[src/rtl/tx_pkg.sv]
// Shared definitions for the transmitter sample pacer: control-word field
// positions and the pacer state encoding.
package tx_pkg;

    // Bit positions inside the 32-bit control word.
    localparam int CTL_ENABLE       = 0;
    localparam int CTL_FLUSH        = 1;
    localparam int CTL_CLR_UNDERRUN = 2;

    // Pacer operating states.
    typedef enum logic [1:0] {
        ST_IDLE    = 2'd0,
        ST_PRIMING = 2'd1,
        ST_RUNNING = 2'd2
    } tx_pacer_state_t;

endpackage

[src/rtl/tx_sample_fifo.sv]
// Synchronous FIFO holding pending AM sample words. Flush empties it and
// overrides any push or pop issued in the same cycle. Level, full and empty
// are registered so downstream handshakes see a clean state.
module tx_sample_fifo #(
    parameter int FIFO_LOG2 = 4,
    parameter int WIDTH     = 32
) (
    input  logic                 clk,
    input  logic                 rst_ni,
    input  logic                 push_i,
    input  logic [WIDTH-1:0]     wdata_i,
    input  logic                 pop_i,
    input  logic                 flush_i,
    output logic [WIDTH-1:0]     rdata_o,
    output logic [FIFO_LOG2:0]   level_o,
    output logic                 full_o,
    output logic                 empty_o
);

    localparam int DEPTH = 1 << FIFO_LOG2;
    localparam logic [FIFO_LOG2-1:0] PTR_ZERO  = {FIFO_LOG2{1'b0}};
    localparam logic [FIFO_LOG2-1:0] PTR_ONE   = {{(FIFO_LOG2-1){1'b0}}, 1'b1};
    localparam logic [FIFO_LOG2:0]   LVL_ZERO  = {(FIFO_LOG2+1){1'b0}};
    localparam logic [FIFO_LOG2:0]   LVL_ONE   = {{FIFO_LOG2{1'b0}}, 1'b1};
    localparam logic [FIFO_LOG2:0]   LVL_FULL  = {1'b1, {FIFO_LOG2{1'b0}}};

    logic [WIDTH-1:0]     mem_q [DEPTH];
    logic [FIFO_LOG2-1:0] wr_ptr_q, wr_ptr_d;
    logic [FIFO_LOG2-1:0] rd_ptr_q, rd_ptr_d;
    logic [FIFO_LOG2:0]   level_q, level_d;
    logic                 full_q;
    logic                 empty_q;
    logic                 push_ok_s;
    logic                 pop_ok_s;

    assign push_ok_s = push_i & ~full_q & ~flush_i;
    assign pop_ok_s  = pop_i & ~empty_q & ~flush_i;

    // Pointer and occupancy bookkeeping; flush resets everything.
    always_comb begin
        wr_ptr_d = wr_ptr_q;
        rd_ptr_d = rd_ptr_q;
        level_d  = level_q;
        if (flush_i) begin
            wr_ptr_d = PTR_ZERO;
            rd_ptr_d = PTR_ZERO;
            level_d  = LVL_ZERO;
        end else begin
            if (push_ok_s) begin
                wr_ptr_d = wr_ptr_q + PTR_ONE;
            end else begin
                wr_ptr_d = wr_ptr_q;
            end
            if (pop_ok_s) begin
                rd_ptr_d = rd_ptr_q + PTR_ONE;
            end else begin
                rd_ptr_d = rd_ptr_q;
            end
            case ({push_ok_s, pop_ok_s})
                2'b10:   level_d = level_q + LVL_ONE;
                2'b01:   level_d = level_q - LVL_ONE;
                default: level_d = level_q;
            endcase
        end
    end

    // Control registers with asynchronous reset.
    always_ff @(posedge clk or negedge rst_ni) begin
        if (!rst_ni) begin
            wr_ptr_q <= PTR_ZERO;
            rd_ptr_q <= PTR_ZERO;
            level_q  <= LVL_ZERO;
            full_q   <= 1'b0;
            empty_q  <= 1'b1;
        end else begin
            wr_ptr_q <= wr_ptr_d;
            rd_ptr_q <= rd_ptr_d;
            level_q  <= level_d;
            full_q   <= (level_d == LVL_FULL);
            empty_q  <= (level_d == LVL_ZERO);
        end
    end

    // Sample storage; contents are don't-care until written.
    always_ff @(posedge clk) begin
        if (push_ok_s) begin
            mem_q[wr_ptr_q] <= wdata_i;
        end
    end

    assign rdata_o = mem_q[rd_ptr_q];
    assign level_o = level_q;
    assign full_o  = full_q;
    assign empty_o = empty_q;

endmodule

[src/rtl/tx_sample_pacer.sv]
// Releases buffered AM samples at a fixed sample rate, aligns frequency
// updates to sample ticks and drives the registered amplitude, frequency and
// enable seen by the RF synthesis datapath. Underruns are flagged sticky.
module tx_sample_pacer
    import tx_pkg::*;
#(
    parameter int SAMPLE_DIV = 2500,
    parameter int FIFO_LOG2  = 4,
    parameter int AM_WIDTH   = 8
) (
    input  logic                 clk,
    input  logic                 rst,
    input  logic [31:0]          input_am,
    input  logic                 input_am_stb,
    output logic                 input_am_ack,
    input  logic [31:0]          input_freq,
    input  logic                 input_freq_stb,
    output logic                 input_freq_ack,
    input  logic [31:0]          input_ctl,
    input  logic                 input_ctl_stb,
    output logic                 input_ctl_ack,
    output logic [31:0]          frequency,
    output logic [AM_WIDTH-1:0]  amplitude,
    output logic                 tx_enable,
    output logic                 sample_strobe,
    output logic                 underrun,
    output logic [FIFO_LOG2:0]   fifo_level
);

    localparam int CNT_W = (SAMPLE_DIV > 1) ? $clog2(SAMPLE_DIV) : 1;
    localparam logic [CNT_W-1:0]    CNT_ZERO    = {CNT_W{1'b0}};
    localparam logic [CNT_W-1:0]    CNT_ONE     = CNT_W'(1);
    localparam logic [CNT_W-1:0]    CNT_LAST    = CNT_W'(SAMPLE_DIV - 1);
    // Half-full threshold that ends priming.
    localparam logic [FIFO_LOG2:0]  PRIME_LEVEL = {2'b01, {(FIFO_LOG2-1){1'b0}}};
    localparam logic [AM_WIDTH-1:0] AMP_ZERO    = {AM_WIDTH{1'b0}};

    tx_pacer_state_t     state_q, state_d;
    logic [CNT_W-1:0]    cnt_q, cnt_d;
    logic [31:0]         frequency_q, frequency_d;
    logic [31:0]         pend_word_q, pend_word_d;
    logic                pend_q, pend_d;
    logic [AM_WIDTH-1:0] amplitude_q, amplitude_d;
    logic                tx_enable_q;
    logic                strobe_q;
    logic                underrun_q, underrun_d;
    logic                freq_ack_q;
    logic                ctl_ack_q;
    logic                am_rdy_q;

    logic                am_fire_s;
    logic                freq_fire_s;
    logic                ctl_fire_s;
    logic                ctl_flush_s;
    logic                ctl_clr_s;
    logic                tick_s;
    logic                pop_s;
    logic [31:0]         fifo_rdata_s;
    logic [FIFO_LOG2:0]  fifo_level_s;
    logic                fifo_full_s;
    logic                fifo_empty_s;
    logic                unused_bits_s;

    // AM ack is withheld until the first edge after reset and while full.
    assign input_am_ack = am_rdy_q & ~fifo_full_s;

    assign am_fire_s   = input_am_stb & input_am_ack;
    assign freq_fire_s = input_freq_stb & freq_ack_q;
    assign ctl_fire_s  = input_ctl_stb & ctl_ack_q;
    assign ctl_flush_s = ctl_fire_s & input_ctl[CTL_FLUSH];
    assign ctl_clr_s   = ctl_fire_s & input_ctl[CTL_CLR_UNDERRUN];

    assign unused_bits_s = ^{input_ctl[31:3], fifo_rdata_s[31:AM_WIDTH]};

    tx_sample_fifo #(
        .FIFO_LOG2 (FIFO_LOG2),
        .WIDTH     (32)
    ) u_fifo (
        .clk     (clk),
        .rst_ni  (rst),
        .push_i  (am_fire_s),
        .wdata_i (input_am),
        .pop_i   (pop_s),
        .flush_i (ctl_flush_s),
        .rdata_o (fifo_rdata_s),
        .level_o (fifo_level_s),
        .full_o  (fifo_full_s),
        .empty_o (fifo_empty_s)
    );

    // Next-state decode: a disable write wins from any state, flush drops
    // a running pacer back to priming.
    always_comb begin
        state_d = state_q;
        if (ctl_fire_s && !input_ctl[CTL_ENABLE]) begin
            state_d = ST_IDLE;
        end else begin
            case (state_q)
                ST_IDLE: begin
                    if (ctl_fire_s) begin
                        state_d = ST_PRIMING;
                    end else begin
                        state_d = ST_IDLE;
                    end
                end
                ST_PRIMING: begin
                    if (!ctl_flush_s && (fifo_level_s >= PRIME_LEVEL)) begin
                        state_d = ST_RUNNING;
                    end else begin
                        state_d = ST_PRIMING;
                    end
                end
                ST_RUNNING: begin
                    if (ctl_flush_s) begin
                        state_d = ST_PRIMING;
                    end else begin
                        state_d = ST_RUNNING;
                    end
                end
                default: state_d = ST_IDLE;
            endcase
        end
    end

    // A tick only counts when the pacer also stays running through it.
    assign tick_s = (state_q == ST_RUNNING) && (cnt_q == CNT_LAST) &&
                    (state_d == ST_RUNNING);
    assign pop_s  = tick_s & ~fifo_empty_s;

    // Sample-rate divider: runs only while RUNNING, otherwise parked at 0.
    always_comb begin
        cnt_d = CNT_ZERO;
        if ((state_q == ST_RUNNING) && (state_d == ST_RUNNING)) begin
            if (cnt_q == CNT_LAST) begin
                cnt_d = CNT_ZERO;
            end else begin
                cnt_d = cnt_q + CNT_ONE;
            end
        end else begin
            cnt_d = CNT_ZERO;
        end
    end

    // Amplitude and underrun updates; clear beats a coincident set.
    always_comb begin
        amplitude_d = amplitude_q;
        underrun_d  = underrun_q;
        if (state_d == ST_IDLE) begin
            amplitude_d = AMP_ZERO;
        end else if (pop_s) begin
            amplitude_d = fifo_rdata_s[AM_WIDTH-1:0];
        end else begin
            amplitude_d = amplitude_q;
        end
        if (ctl_clr_s) begin
            underrun_d = 1'b0;
        end else if (tick_s && fifo_empty_s) begin
            underrun_d = 1'b1;
        end else begin
            underrun_d = underrun_q;
        end
    end

    // Frequency path: while running, words wait in the pending register for
    // the next tick; otherwise they go straight to the output.
    always_comb begin
        frequency_d = frequency_q;
        pend_d      = pend_q;
        pend_word_d = pend_word_q;
        if (state_q == ST_RUNNING) begin
            if (tick_s && pend_q) begin
                frequency_d = pend_word_q;
                pend_d      = 1'b0;
            end else begin
                frequency_d = frequency_q;
            end
            if (freq_fire_s) begin
                pend_d      = 1'b1;
                pend_word_d = input_freq;
            end else begin
                pend_word_d = pend_word_q;
            end
        end else begin
            if (pend_q) begin
                frequency_d = pend_word_q;
                pend_d      = 1'b0;
            end else if (freq_fire_s) begin
                frequency_d = input_freq;
            end else begin
                frequency_d = frequency_q;
            end
        end
    end

    // State and output registers with asynchronous active-low reset.
    always_ff @(posedge clk or negedge rst) begin
        if (!rst) begin
            state_q     <= ST_IDLE;
            cnt_q       <= CNT_ZERO;
            frequency_q <= 32'd0;
            pend_word_q <= 32'd0;
            pend_q      <= 1'b0;
            amplitude_q <= AMP_ZERO;
            tx_enable_q <= 1'b0;
            strobe_q    <= 1'b0;
            underrun_q  <= 1'b0;
            freq_ack_q  <= 1'b0;
            ctl_ack_q   <= 1'b0;
            am_rdy_q    <= 1'b0;
        end else begin
            state_q     <= state_d;
            cnt_q       <= cnt_d;
            frequency_q <= frequency_d;
            pend_word_q <= pend_word_d;
            pend_q      <= pend_d;
            amplitude_q <= amplitude_d;
            tx_enable_q <= (state_d == ST_RUNNING);
            strobe_q    <= tick_s;
            underrun_q  <= underrun_d;
            freq_ack_q  <= ~pend_d;
            ctl_ack_q   <= 1'b1;
            am_rdy_q    <= 1'b1;
        end
    end

    assign input_freq_ack = freq_ack_q;
    assign input_ctl_ack  = ctl_ack_q;
    assign frequency      = frequency_q;
    assign amplitude      = amplitude_q;
    assign tx_enable      = tx_enable_q;
    assign sample_strobe  = strobe_q;
    assign underrun       = underrun_q;
    assign fifo_level     = fifo_level_s;

endmodule
[config.mk]
export PLATFORM = sky130hd
export DESIGN_NAME = tx_sample_pacer
export DESIGN_NICKNAME = d
export VERILOG_FILES = /design/src/rtl/tx_pkg.sv /design/src/rtl/tx_sample_fifo.sv /design/src/rtl/tx_sample_pacer.sv
export SDC_FILE = /design/constraint.sdc
export NUM_CORES = 1
export LEC_CHECK = 0
export ABC_AREA = 1
export CAP_MARGIN = 20
export CORE_MARGIN = 5
export CORE_UTILIZATION = 57
export CTS_CLUSTER_DIAMETER = 50
export DETAILED_ROUTE_END_ITERATION = 8
export DONT_BUFFER_PORTS = 1
export PLACE_DENSITY = 0.87
export SLEW_MARGIN = 20
export SYNTH_ARGS = -nofsm -noshare
export SYNTH_HDL_FRONTEND = slang
export SYNTH_SLANG_ARGS = --single-unit
[constraint.sdc]
create_clock -name clk -period 2.5 [get_ports clk]
set_clock_uncertainty 0.15 [all_clocks]
set_input_delay 0.625 -clock clk [delete_from_list [all_inputs] [get_ports clk]]
set_output_delay 0.625 -clock clk [all_outputs]
set_load 0.1 [all_outputs]
* After elaboration in Yosys (flattened, before gate mapping)
Memory sizes are Yosys's and may differ from the RTL's.
Index checks and enable logic that the tools add are counted.
** Cells by class
- Magnitude comparators :: 1
- Equality and inequality tests :: 8
- Bitwise logic cells :: 15
- Reduce and logical (&&, ||, !) cells :: 19
- Add/sub/neg operators :: 5
- Mux-type cells :: 26
** Operators with widths (count)
- $mux 32 :: 4
- $mux 12 :: 2
- $mux 4 :: 4
- $mux 8 :: 2
- $add 12x1->12 const B :: 1
- $eq 12x12->1 const B :: 1
- $and 1x1->1 :: 11
- $pmux 5 s2 :: 1
- $add 4x1->4 const B :: 2
- $mux 1 :: 8
- $reduce_bool 2->1 :: 4
- $logic_and 1x1->1 :: 7
- $eq 2x2->1 const B :: 3
- $mux 2 :: 3
- $pmux 2 s3 :: 1
- $add 5x1->5 const B :: 1
- $eq 5x5->1 const B :: 1
- $ge 5x4->1 const B :: 1
- $logic_not 5->1 :: 1
- $mux 5 :: 1
- $sub 5x1->5 const B :: 1
- $eq 2x1->1 const B :: 2
- $logic_not 2->1 :: 2
- $not 1->1 :: 4
- 4 further kinds :: 6
** Word-level totals
- Output and inout bits :: 51
- Memories kept :: 1
- Flip-flop bits (word level) :: 107
- Input bits :: 101
- RAM bits :: 512
** Memory list
- u_fifo.mem_q :: depth 16, width 32, read ports 1, clocked after memory_dff 0, write ports 1, line tx_sample_fifo.sv:27 : logic [WIDTH-1:0] mem_q [DEPTH];

* Longest topological paths before layout
Gate-level depths: netlist of run 1.
- Word-level depth :: 16
- Gate-level depth with buffers :: 18

* By module
A second synthesis of run 1 with hierarchy kept.
** Unflattened totals
- Cell total of the unflattened synthesis :: 2185
- Area, all modules :: 25603.3 um2
** Modules (own cells, without submodules)
- tx_sample_fifo :: area an instance 21126.5 um2, sequential area each 15751.4 um2, cells an instance 1668, times used 1
- tx_sample_pacer :: area an instance 4476.8 um2, sequential area each 2302.2 um2, cells an instance 517, times used 1

* Worst setup path before layout of run 1
No wires, ideal clock.
- Kind :: register to register
- From :: reg am_rdy_q
- To :: reg u_fifo.full_q, in the netlist u_fifo.full_o
- Path slack :: -2.034 ns
- Path buffers :: 0
- Arrival time :: 4.266 ns
- Required time :: 2.232 ns
- Setup time :: 0.118 ns
- Cell stages (with the launch flop) :: 15
- Path through :: dfrtp_1 > inv_1 > nor2_1 > nand2_1 > nor2_1 > inv_2 > ha_1 > inv_1 > fa_1 > nand2_1 > o21ai_0 > or2_1 > nand2_1 > nand3b_1 > nor2_1
** Between the ends
- Elaborated cells on any way between the ends :: 25
- Classes of those cells :: 4 x eq/ne; 7 x mux; 10 x bitwise; 4 x reduce/logical
** RTL lines
- start: declaration :: line tx_sample_pacer.sv:49 : logic am_rdy_q;
- start signal: assignment :: line tx_sample_pacer.sv:209 : am_rdy_q <= 1'b0;
- start signal: assignment :: line tx_sample_pacer.sv:222 : am_rdy_q <= 1'b1;
- $and 1x1->1 * :: line tx_sample_pacer.sv:65 : assign input_am_ack = am_rdy_q & ~fifo_full_s;
- named net input_am_ack :: line tx_sample_pacer.sv:15 : output logic input_am_ack,
- $and 1x1->1 * :: line tx_sample_pacer.sv:67 : assign am_fire_s = input_am_stb & input_am_ack;
- $and 1x1->1 * (2 in series) :: line tx_sample_fifo.sv:36 : assign push_ok_s = push_i & ~full_q & ~flush_i;
- $eq 2x1->1 / $eq 2x2->1 (equally long branches) :: line tx_sample_fifo.sv:59 : case ({push_ok_s, pop_ok_s})
- $pmux 5 s2 * :: line tx_sample_fifo.sv:59
- $mux 5 * :: line tx_sample_fifo.sv:44 : if (flush_i) begin
- $eq 5x5->1 * :: line tx_sample_fifo.sv:79 : full_q <= (level_d == LVL_FULL);
- end signal: assignment :: line tx_sample_fifo.sv:79
- end: declaration :: line tx_sample_fifo.sv:31 : logic full_q;
The timed path passes the listed nets; every way through them passes the cells marked *.
A chain may end at the register's enable or synchronous reset.

* Worst setup path in the final report of run 1
- From :: reg cnt_q[0]
- To :: reg u_fifo.empty_q, in the netlist u_fifo.empty_o
** Between the ends
- Cells in the longest elaborated chain, start to end :: 10
- Elaborated cells on any way between the ends :: 11
- Classes of those cells :: 3 x eq/ne; 2 x mux; 3 x bitwise; 3 x reduce/logical
** RTL lines
- start: declaration :: line tx_sample_pacer.sv:39 : logic [CNT_W-1:0] cnt_q, cnt_d;
- start signal: assignment :: line tx_sample_pacer.sv:212 : cnt_q <= cnt_d;
- $eq 12x12->1 * :: line tx_sample_pacer.sv:126 : assign tick_s = (state_q == ST_RUNNING) && (cnt_q == CNT_LAST) &&
- $logic_and 1x1->1 * (2 in series) :: line tx_sample_pacer.sv:126
- $and 1x1->1 * :: line tx_sample_pacer.sv:128 : assign pop_s = tick_s & ~fifo_empty_s;
- $and 1x1->1 * (2 in series) :: line tx_sample_fifo.sv:37 : assign pop_ok_s = pop_i & ~empty_q & ~flush_i;
- $eq 2x1->1 / $eq 2x2->1 (equally long branches) :: line tx_sample_fifo.sv:59
- $pmux 5 s2 * :: line tx_sample_fifo.sv:59
- $mux 5 * :: line tx_sample_fifo.sv:44
- $logic_not 5->1 * :: line tx_sample_fifo.sv:80 : empty_q <= (level_d == LVL_ZERO);
- end signal: assignment :: line tx_sample_fifo.sv:80
- end: declaration :: line tx_sample_fifo.sv:32 : logic empty_q;
Every way passes the cells marked *; elsewhere a longest branch is shown, timed or not.

==> results of run 1 <==
[power by group]
group / internal [uW] / leakage (uW) / total, uW / switching (uW)
combinational: 962 / 0.00245 / 4420 / 3460
clock: 2060 / 0.000387 / 3560 / 1500
sequential: 4690 / 0.00252 / 4980 / 292
total: 7720 / 0.00536 / 13000 / 5250
[final cells by class]
class / count / share of cell area
clock inverters: 8 / 0.00684
multi-input cells: 668 / 0.270
clock buffers: 38 / 0.0584
inverters: 93 / 0.0293
flip-flops and latches: 235 / 0.541
well taps: 229 / 0.0237
repair buffers: 108 / 0.0703
[worst min-delay path by stage]
stage | slack [ns] | cells past startpoint | endpoint
2_1_floorplan | 0.18 | 0 | amplitude[0]
4_1_cts | -0.36 | 0 | amplitude[7]
6_report | -0.35 | 0 | amplitude[6]
3_3_place_gp | 0.18 | 0 | pend_word_q[13]
3_5_place_dp | 0.18 | 0 | frequency[13]
5_1_grt | -0.37 | 0 | amplitude[6]
[per-stage QoR]
stage	cell area, sq um	TNS, ns	setup slack, ns	instances
finish	12100	-0.380	-0.183	1379
global route	12100	-1.10	-0.351	1379
CTS	12000	-0.264	-0.120	1376
detailed placement	11200	-0.957	-0.268	1326
global placement	11200	-0.536	-0.180	1326
floorplan	10300	-23.19	-0.579	1040
[Yosys cell counts (2+ instances only)]
cell,count
nor3b_1,2
a21oi_1,17
nand2_1,292
nor2_1,67
nand3_1,127
nand2_2,5
dfrtp_1,106
clkbuf_1,16
nor2_4,3
buf_2,20
edfxtp_1,128
xor2_1,8
nand4_1,2
inv_1,77
xnor2_1,2
o211ai_1,6
inv_2,15
o21ai_1,36
ha_1,10
nor3_1,19
nand3b_1,2
nor2_2,3
o21ai_0,51
nand3_2,4
buf_6,7
[worst max-delay path, cell delays in order (launching register included)]
cell      delay, ns
dfrtp_1        0.40
ha_4           0.17
nand2_4        0.06
nor2_4         0.14
nand3_4        0.10
nor2_4         0.13
nand3b_4       0.10
inv_4          0.07
ha_4           0.13
inv_2          0.03
fa_1           0.47
nand2_1        0.05
o21ai_1        0.06
or2_1          0.13
nand2_1        0.06
nand3b_1       0.20
a21oi_1        0.17
[logic make-up (layout without fill, tap and decap cells)]
family,count (synthesis),after routing,synth area share
AO/OA/AOI/OAI,114,114,0.0590
flip-flops,235,235,0.635
adder cells (fa/ha/maj),11,11,0.0141
XOR/XNOR,10,10,0.00853
buffers and inverters,137,247,0.0576
other,1,1,0.000365
AND/OR/NAND/NOR,532,532,0.225
[flip-flops by register name (all words and copies together), names as in the netlist, 2 cells and up]
signal / flops
pend_word_q: 32
u_fifo.wr_ptr_q: 4
amplitude: 8
cnt_q: 12
frequency: 32
u_fifo.mem_q: 128
u_fifo.level_o: 5
u_fifo.rd_ptr_q: 4
state_q: 2
[per-layer routing]
metal / global-route usage / share of wire / vias up / routed length, microns
li1: - / - / 3629 / -
met1: 0.309 / 0.36 / 3819 / 9410
met2: 0.408 / 0.49 / 445 / 12700
met3: 0.0714 / 0.10 / 95 / 2650
met4: 0.105 / 0.040 / 0 / 1040
met5: 0 / 0 / - / 0
[repair_timing]
item | CTS | global route
resized for setup | 3 | 8
hold endpoints to repair | 107 | 107
cloned | 0 | 0
setup buffers | 4 | 3
pin swaps | 2 | 8
setup endpoints to repair | 5 | 6
==> metrics.md, run 1 <==
| Metric | Value |
|---|---|
| Run status | `finished with violations` |
| Failing checks | `hold timing, setup timing` |
| Critical setup path kind | `reg2reg` |
| Fmax | `0.373 GHz` |
| Final worst path period need | `2.68 ns` |
| P&R area growth vs syn | `17.5%` |
| Worst hold margin | `-0.346 ns` |
| Total gr overflow | `0` |
| IO Count | `152` |
| Largest cells by area after synthesis | `edfxtp_1 (37%), dfrtp_1 (26%), nand2_1 (11%)` |
| Cell type contributing the most total cell area after synthesis | `edfxtp_1` |
| Clock latency on the worst-skew pair | `0.53 ns` |
| Post-layout net count | `1243` |
| Wire length of the first global-routing pass | `40.4 mm` |
| Netlist Area Pre-Place | `10300 sq um` |
| Static leakage | `0.00536 uW` |
| Top-area cell type share of the netlist area | `0.374` |
| Sequential fraction of the synthesis area | `0.635` |
| Critical path origin | `cnt_q[0]` |
| Syn Nets | `1152` |
| Total routing resource utilization after global routing | `0.248` |
| Effective utilization at floorplan | `0.576` |
| RSZ-0062 raised after global routing | `yes` |
| Register bit count reported by yosys | `235` |
| Slack of the worst reg-to-reg path | `-0.18 ns` |
| Max-slew violations | `0` |
| Remaining max-slew budget at the tightest pin | `0.564` |
| Sinks on the clock net | `235` |
| Number of routed nets with antenna violations | `0` |
| Tightest Hold Check Type | `in2async` |
| Total power density per cell area | `1070 nW/um^2` |
| CP Launch Type | `register` |
| Detailed placer's ending HPWL | `15.6 mm` |
| Routed wire length | `25.8 mm` |
| Number of distinct standard cells referenced by the synthesized netlist | `40` |
| CTS tree | `done` |
| Number of enable-type register cells in the synthesized netlist | `128` |
| Slew at the pin with the worst max-slew slack | `0.653 ns` |
| CP endpoint | `u_fifo.empty_o` |
| Proportion of synthesized flip-flops having asynchronous set or reset | `0.455` |
| Routability-driven placement congestion ratio | `0.883` |
| Leading cell type in the layout, fill and taps excluded | `nand2_1` |
| Area of all sequential standard cells | `6530 sq um` |
| Iteration count of the initial detailed-routing pass | `6` |
| Die Height | `144 microns` |
| Setup violators final | `3` |
| Max Cap Violations | `0` |
| Data required time of the worst path | `2.80 ns` |
| Worst setup slack after layout | `-0.183 ns` |
| Count of yosys warnings during synthesis | `0` |
| Worst-path maximum fanout | `2` |
| Peak supply drop | `1.07 mV` |
| TritonCTS buffer count | `25` |
| Maximum number of pins on one net before global-route repair | `108` |
| Root Buffer Master | `clkbuf_16` |
| DRC Markers | `0` |
| Die W | `144 microns` |
| Core area | `17800 sq um` |
| Kind of end point of the critical path | `register` |
| Count of mapped cells out of synthesis | `1040` |
| Via density per instance | `5.79` |
| Number of buffers inserted by port buffering | `0` |
| Vias in the first global route | `7872` |
| Initial antenna violation count | `0` |
| H-tree lvl count | `1` |
| Area of the multi-input gates | `3260 sq um` |
| Worst EP arrival | `2.98 ns` |
| Final period util | `1.07` |
| Overall power after layout | `13000 uW` |
| Syn_area_per_cell | `9.87 sq um` |
| Clock transition at the registers of the reported paths | `0.06 ns` |
| Fin. Hold Viols | `107` |
| Initial DRC Count | `1053` |
| Endpoint of the most critical register-to-register path | `u_fifo.empty_o` |
| Commonest cells after routing, fill and taps aside | `nand2_1 (290), edfxtp_1 (128), nand3_1 (127)` |
| Cells on worst reg2reg path | `16` |
| Primary flip-flop cell chosen by synthesis mapping | `edfxtp_1` |
| Vias post-DR | `7988` |
| # fillers | `1148` |
| Diodes inserted | `0` |
| Clock tree buffer depth | `3` |
| Source of the worst register-to-register timing path | `cnt_q[0]` |
| Share of layout cells above drive strength 1 | `0.177` |
| Mean routed wirelength per cell | `18.7 microns` |
| Die ar. | `20800 sq um` |
| Core occupancy in the finished layout | `0.676` |
| Placement row count | `49` |
Note: power is estimated with default switching activity, not from simulation.
==> run 2: changes to the inputs <==
--- a/config.mk
+++ b/config.mk
@@ -6,13 +6,14 @@
 export NUM_CORES = 1
 export LEC_CHECK = 0
 export ABC_AREA = 1
+export ABC_CLOCK_PERIOD_IN_PS = 2500
 export CAP_MARGIN = 20
 export CORE_MARGIN = 5
 export CORE_UTILIZATION = 57
 export CTS_CLUSTER_DIAMETER = 50
 export DETAILED_ROUTE_END_ITERATION = 8
 export DONT_BUFFER_PORTS = 1
-export PLACE_DENSITY = 0.87
+export PLACE_DENSITY = 0.75
 export SLEW_MARGIN = 20
 export SYNTH_ARGS = -nofsm -noshare
 export SYNTH_HDL_FRONTEND = slang
==> metrics.md, run 2 (synthesis gave the netlist of run 1 again) <==
| Metric | Value |
|---|---|
| Diodes inserted | `0` |
| Overall power after layout | `13000 uW` |
| Max-slew violations | `0` |
| Combinational fraction of design power | `0.341` |
| Failing checks | `hold timing, setup timing` |
| Clock tree buffer depth | `3` |
| Dpl cells | `1330` |
| Maximum number of pins on one net before global-route repair | `108` |
| Final worst path period need | `2.56 ns` |
| CP peak stage delay | `0.42 ns` |
| Total gr overflow | `0` |
| Initial antenna violation count | `0` |
| Remaining max-slew budget at the tightest pin | `0.621` |
| Worst hold margin | `-0.336 ns` |
| Number of buffers inserted by port buffering | `0` |
| Max Cap Violations | `0` |
| Switching Power | `5170 uW` |
| Design internal power | `7790 uW` |
| Cell-by-cell listing of the critical path | `ha_4 -> nand2_4 -> nor2_4 -> nand3_4 -> nor2_4 -> nand3b_4 -> inv_4 -> ha_4 -> inv_2 -> fa_1 -> nand2_1 -> o21ai_1 -> or2_1 -> nand2_1 -> nand3b_1 -> nor2_1` |
| Core occupancy in the finished layout | `0.682` |
| Vias in the first global route | `7447` |
| Placement row count | `49` |
| Post-layout net count | `1247` |
| Die W | `144 microns` |
| Root Buffer Master | `clkbuf_16` |
| Worst EP arrival | `2.82 ns` |
| Run status | `finished with violations` |
| Register with the highest flop count | `u_fifo.mem_q` |
| Detailed placer's ending HPWL | `15.3 mm` |
| TritonCTS buffer count | `26` |
| Fin. Hold Viols | `107` |
| Initial DRC Count | `561` |
| P&R area growth vs syn | `18.5%` |
| Sequential share of power | `0.380` |
| Die ar. | `20800 sq um` |
| Critical setup path kind | `reg2reg` |
| Fraction of power consumed by the clock network | `0.279` |
| Worst path top cell family by delay | `simple AND/OR/NAND/NOR gates` |
| Static leakage | `0.00539 uW` |
| Slew at the pin with the worst max-slew slack | `0.564 ns` |
| Clock latency on the worst-skew pair | `0.52 ns` |
| IO Count | `152` |
| Clock transition at the registers of the reported paths | `0.06 ns` |
| Sinks on the clock net | `235` |
| Worst-path maximum fanout | `2` |
| Core area | `17800 sq um` |
| Setup violators final | `2` |
| Number of flip-flops in the largest register | `128` |
| Count of placed standard cells in the final layout, fillers left out | `1384` |
| Sw Share | `0.399` |
| Leading cell type in the layout, fill and taps excluded | `nand2_1` |
| Commonest cells after routing, fill and taps aside | `nand2_1 (288), edfxtp_1 (128), nand3_1 (127)` |
| Total routing resource utilization after global routing | `0.233` |
| Total power density per cell area | `1070 nW/um^2` |
| CTS tree | `done` |
| Share of layout cells above drive strength 1 | `0.187` |
| Kind of end point of the critical path | `register` |
| Worst setup slack after layout | `-0.0574 ns` |
| Routed wire length | `23.8 mm` |
| Data required time of the worst path | `2.76 ns` |
| CP Launch Type | `register` |
| Peak supply drop | `1.14 mV` |
| Final period util | `1.02` |
| Buffers & Inverters on Critical Path | `2` |
| Number of routed nets with antenna violations | `0` |
| Die Height | `144 microns` |
| H-tree lvl count | `1` |
| Via density per instance | `5.46` |
| Wire length of the first global-routing pass | `38.2 mm` |
| Mean routed wirelength per cell | `17.2 microns` |
| Effective utilization at floorplan | `0.576` |
| Routability-driven placement congestion ratio | `0.816` |
| Tightest Hold Check Type | `in2async` |
| Fmax | `0.391 GHz` |
| RSZ-0062 raised after global routing | `yes` |
| DRC Markers | `0` |
| Cell at the slowest stage of the critical path | `fa_1` |
| Vias post-DR | `7562` |
| Iteration count of the initial detailed-routing pass | `7` |
==> run 2: cell types whose count changed in the layout (fill, tap and decap cells not counted), sizes merged <==
cell,before,now
clkbuf,38,37
clkinv,4,7
bufinv,1,0
inv,96,94
clkinvlp,0,3
buf,108,111
==> run 2: cell type report <==
cell class | instances | area (sq um)
clock buffers | 37 | 754
flip-flops and latches | 235 | 6530
well taps | 229 | 287
multi-input cells | 668 | 3280
fillers | 1335 | 5670
clock inverters | 11 | 75.1
inverters | 93 | 354
repair buffers | 111 | 883
==> run 2: worst register-to-register path, cell delays in order, from the launching register on <==
cell	delay (ns)
dfrtp_1	0.40
ha_4	0.17
nand2_4	0.05
nor2_4	0.10
nand3_4	0.09
nor2_4	0.10
nand3b_4	0.10
inv_4	0.07
ha_4	0.13
inv_2	0.03
fa_1	0.42
nand2_1	0.07
o21ai_1	0.06
or2_1	0.24
nand2_1	0.07
nand3b_1	0.14
nor2_1	0.05
==> run 2: repair_timing <==
action,4_1_cts,5_1_grt
endpoints found under the setup margin,4,4
pin swaps,2,2
buffers inserted,5,1
hold endpoints to repair,107,107
resized for setup,9,7
gates cloned,0,0
==> run 2: metrics by stage <==
stage	setup slack (ns)	hold WS (ns)	cell area (sq um)	setup TNS (ns)
final	-0.0574	-0.336	12200	-0.103
after global routing	-0.193	-0.365	12200	-0.492
after CTS	-0.0633	-0.363	12100	-0.125
after detailed placement	-0.273	0.183	11200	-0.774
after global placement	-0.185	0.183	11200	-0.507
after floorplan	-0.579	0.179	10300	-23.19
==> run 2: metal layers <==
layer / routed length (microns) / global-route usage
met5: 0 / 0
met1: 9400 / 0.304
met3: 1910 / 0.0559
met4: 615 / 0.0712
met2: 11800 / 0.390
==> run 2: worst paths after layout <==
check                      slack, ns            start                   to  cells past startpoint
setup / recovery               -0.06         cnt_q[0]        u_fifo.full_o                     16
hold / removal                 -0.34              rst        frequency[17]                      0
setup reg to reg               -0.06         cnt_q[0]        u_fifo.full_o                     16
hold reg to reg                 0.33  pend_word_q[26]      pend_word_q[26]                      2
max in group asynchronous       2.30              rst       u_fifo.empty_o                      0
min in group clk                0.05      input_am[7]  u_fifo.mem_q[13][7]                      0
==> run 2: power by group through the flow <==
stage / logic, uW / registers [uW] / clock network, uW
after floorplan: 1430 / 7020 / 0
after global placement: 4320 / 4970 / 0
after detailed placement: 4390 / 4990 / 0
after CTS: 4430 / 4920 / 3680
after global routing: 4730 / 4990 / 3890
final: 4420 / 4930 / 3620
==> run 3: changes to the inputs <==
--- a/config.mk
+++ b/config.mk
@@ -13,6 +13,7 @@
 export CTS_CLUSTER_DIAMETER = 50
 export DETAILED_ROUTE_END_ITERATION = 8
 export DONT_BUFFER_PORTS = 1
+export HOLD_SLACK_MARGIN = 0.06
 export PLACE_DENSITY = 0.75
 export SLEW_MARGIN = 20
 export SYNTH_ARGS = -nofsm -noshare
==> metrics.md, run 3 (synthesis gave the netlist of run 1 again) <==
| Metric | Value |
|---|---|
| Count of placed standard cells in the final layout, fillers left out | `1392` |
| Clock tree buffer depth | `3` |
| Kind of end point of the critical path | `register` |
| Run status | `finished with violations` |
| Critical setup path kind | `reg2reg` |
| Detailed placer's ending HPWL | `15.3 mm` |
| Worst hold margin | `-0.337 ns` |
| Final worst path period need | `2.56 ns` |
| TritonCTS buffer count | `26` |
| Total routing resource utilization after global routing | `0.235` |
| Diodes inserted | `0` |
| Register with the highest flop count | `u_fifo.mem_q` |
| Remaining max-slew budget at the tightest pin | `0.551` |
| Critical path origin | `cnt_q[0]` |
| Setup violators final | `2` |
| Static leakage | `0.00542 uW` |
| Number of buffers inserted by port buffering | `0` |
| Post-layout net count | `1255` |
| Mean routed wirelength per cell | `17.2 microns` |
| Tightest Hold Check Type | `in2async` |
| Max-slew violations | `0` |
| Routed wire length | `24.0 mm` |
| Worst EP arrival | `2.82 ns` |
| Worst setup slack after layout | `-0.0575 ns` |
| Source of the worst register-to-register timing path | `cnt_q[0]` |
| Maximum number of pins on one net before global-route repair | `108` |
| Core area | `17800 sq um` |
| Die Height | `144 microns` |
| H-tree lvl count | `1` |
| GR Util met1 | `0.308` |
| Failing checks | `hold timing, setup timing` |
| Hold Buf Count CTS | `8` |
| Vias in the first global route | `7507` |
| CTS tree | `done` |
| Vias post-DR | `7634` |
| Data required time of the worst path | `2.76 ns` |
| Placement row count | `49` |
| Die ar. | `20800 sq um` |
| RSZ-0062 raised after global routing | `yes` |
| Final period util | `1.02` |
| Met3 Track Usage GR | `0.0539` |
| P&R area growth vs syn | `19.3%` |
| Leading cell type in the layout, fill and taps excluded | `nand2_1` |
| Dpl cells | `1330` |
| Iteration count of the initial detailed-routing pass | `6` |
| Busiest grt layer | `met2` |
| Clock transition at the registers of the reported paths | `0.06 ns` |
| Routability-driven placement congestion ratio | `0.816` |
| Met2 usage | `0.393` |
| Commonest cells after routing, fill and taps aside | `nand2_1 (288), edfxtp_1 (128), nand3_1 (127)` |
| Slack of the worst reg-to-reg path | `-0.06 ns` |
| CP Launch Type | `register` |
| Worst-path maximum fanout | `2` |
| Total power density per cell area | `1060 nW/um^2` |
| Initial antenna violation count | `0` |
| Worst Setup Slack post-DPL | `-0.273 ns` |
| Max Cap Violations | `0` |
| Number of routed nets with antenna violations | `0` |
| Die W | `144 microns` |
| Fin. Hold Viols | `107` |
| DRC Markers | `0` |
| Share of layout cells above drive strength 1 | `0.186` |
| IO Count | `152` |
| Slew at the pin with the worst max-slew slack | `0.671 ns` |
| Number of flip-flops in the largest register | `128` |
| Wire length of the first global-routing pass | `38.6 mm` |
| Via density per instance | `5.48` |
| Effective utilization at floorplan | `0.576` |
| Root Buffer Master | `clkbuf_16` |
| Initial DRC Count | `620` |
| Fmax | `0.391 GHz` |
| Endpoint of the most critical register-to-register path | `u_fifo.full_o` |
| Peak supply drop | `1.14 mV` |
| Sinks on the clock net | `235` |
| Clock latency on the worst-skew pair | `0.52 ns` |
| Total gr overflow | `0` |
| Cells on worst reg2reg path | `16` |
==> run 3: worst max-delay path: stages (launching register included) <==
cell	delay (ns)
dfrtp_1	0.40
ha_4	0.17
nand2_4	0.05
nor2_4	0.10
nand3_4	0.09
nor2_4	0.10
nand3b_4	0.10
inv_4	0.07
ha_4	0.13
inv_2	0.03
fa_1	0.42
nand2_1	0.07
o21ai_1	0.06
or2_1	0.24
nand2_1	0.07
nand3b_1	0.14
nor2_1	0.05
==> run 3: routing by layer <==
metal / routed length (microns) / vias up
li1: - / 3656
met1: 9390 / 3642
met2: 12000 / 284
met3: 1960 / 52
met4: 635 / 0
met5: 0 / -
==> run 3: worst max-delay path by stage <==
| stage | cells past startpoint | end | slack (ns) |
|---|---|---|---|
| 4_1_cts | 16 | u_fifo.full_o | -0.06 |
| 2_1_floorplan | 14 | u_fifo.full_o | -0.58 |
| 3_5_place_dp | 16 | u_fifo.empty_o | -0.27 |
| 5_1_grt | 16 | u_fifo.full_o | -0.19 |
| 3_3_place_gp | 16 | u_fifo.full_o | -0.19 |
| 6_report | 16 | u_fifo.full_o | -0.06 |
==> run 3: area by class of cell <==
cell class,count,area (sq um)
well taps,229,287
clock inverters,11,75.1
inverters,93,354
repair buffers,119,963
fillers,1325,5590
clock buffers,37,754
multi-input cells,668,3280
flip-flops and latches,235,6530
==> run 3: what timing repair did <==
action	CTS	global route
endpoints found under the hold margin	235	107
resized for setup	9	7
setup endpoints to repair	4	4
setup buffers	5	1
pin swaps	2	2
==> run 3: through the flow <==
step / instance area, sq um / setup TNS, ns / util / power [uW]
2_1_floorplan: 10300 / -23.19 / - / 8450
3_3_place_gp: 11200 / -0.507 / 0.629 / 9290
3_5_place_dp: 11200 / -0.774 / 0.629 / 9380
4_1_cts: 12200 / -0.125 / 0.684 / 13100
5_1_grt: 12200 / -0.492 / 0.686 / 13600
6_report: 12200 / -0.107 / 0.686 / 13000
==> run 3: power breakdown <==
part,leakage [uW],internal [uW],switching (uW)
logic,0.00250,998,3470
registers,0.00252,4690,242
clock network,0.000400,2120,1510
total,0.00542,7800,5220
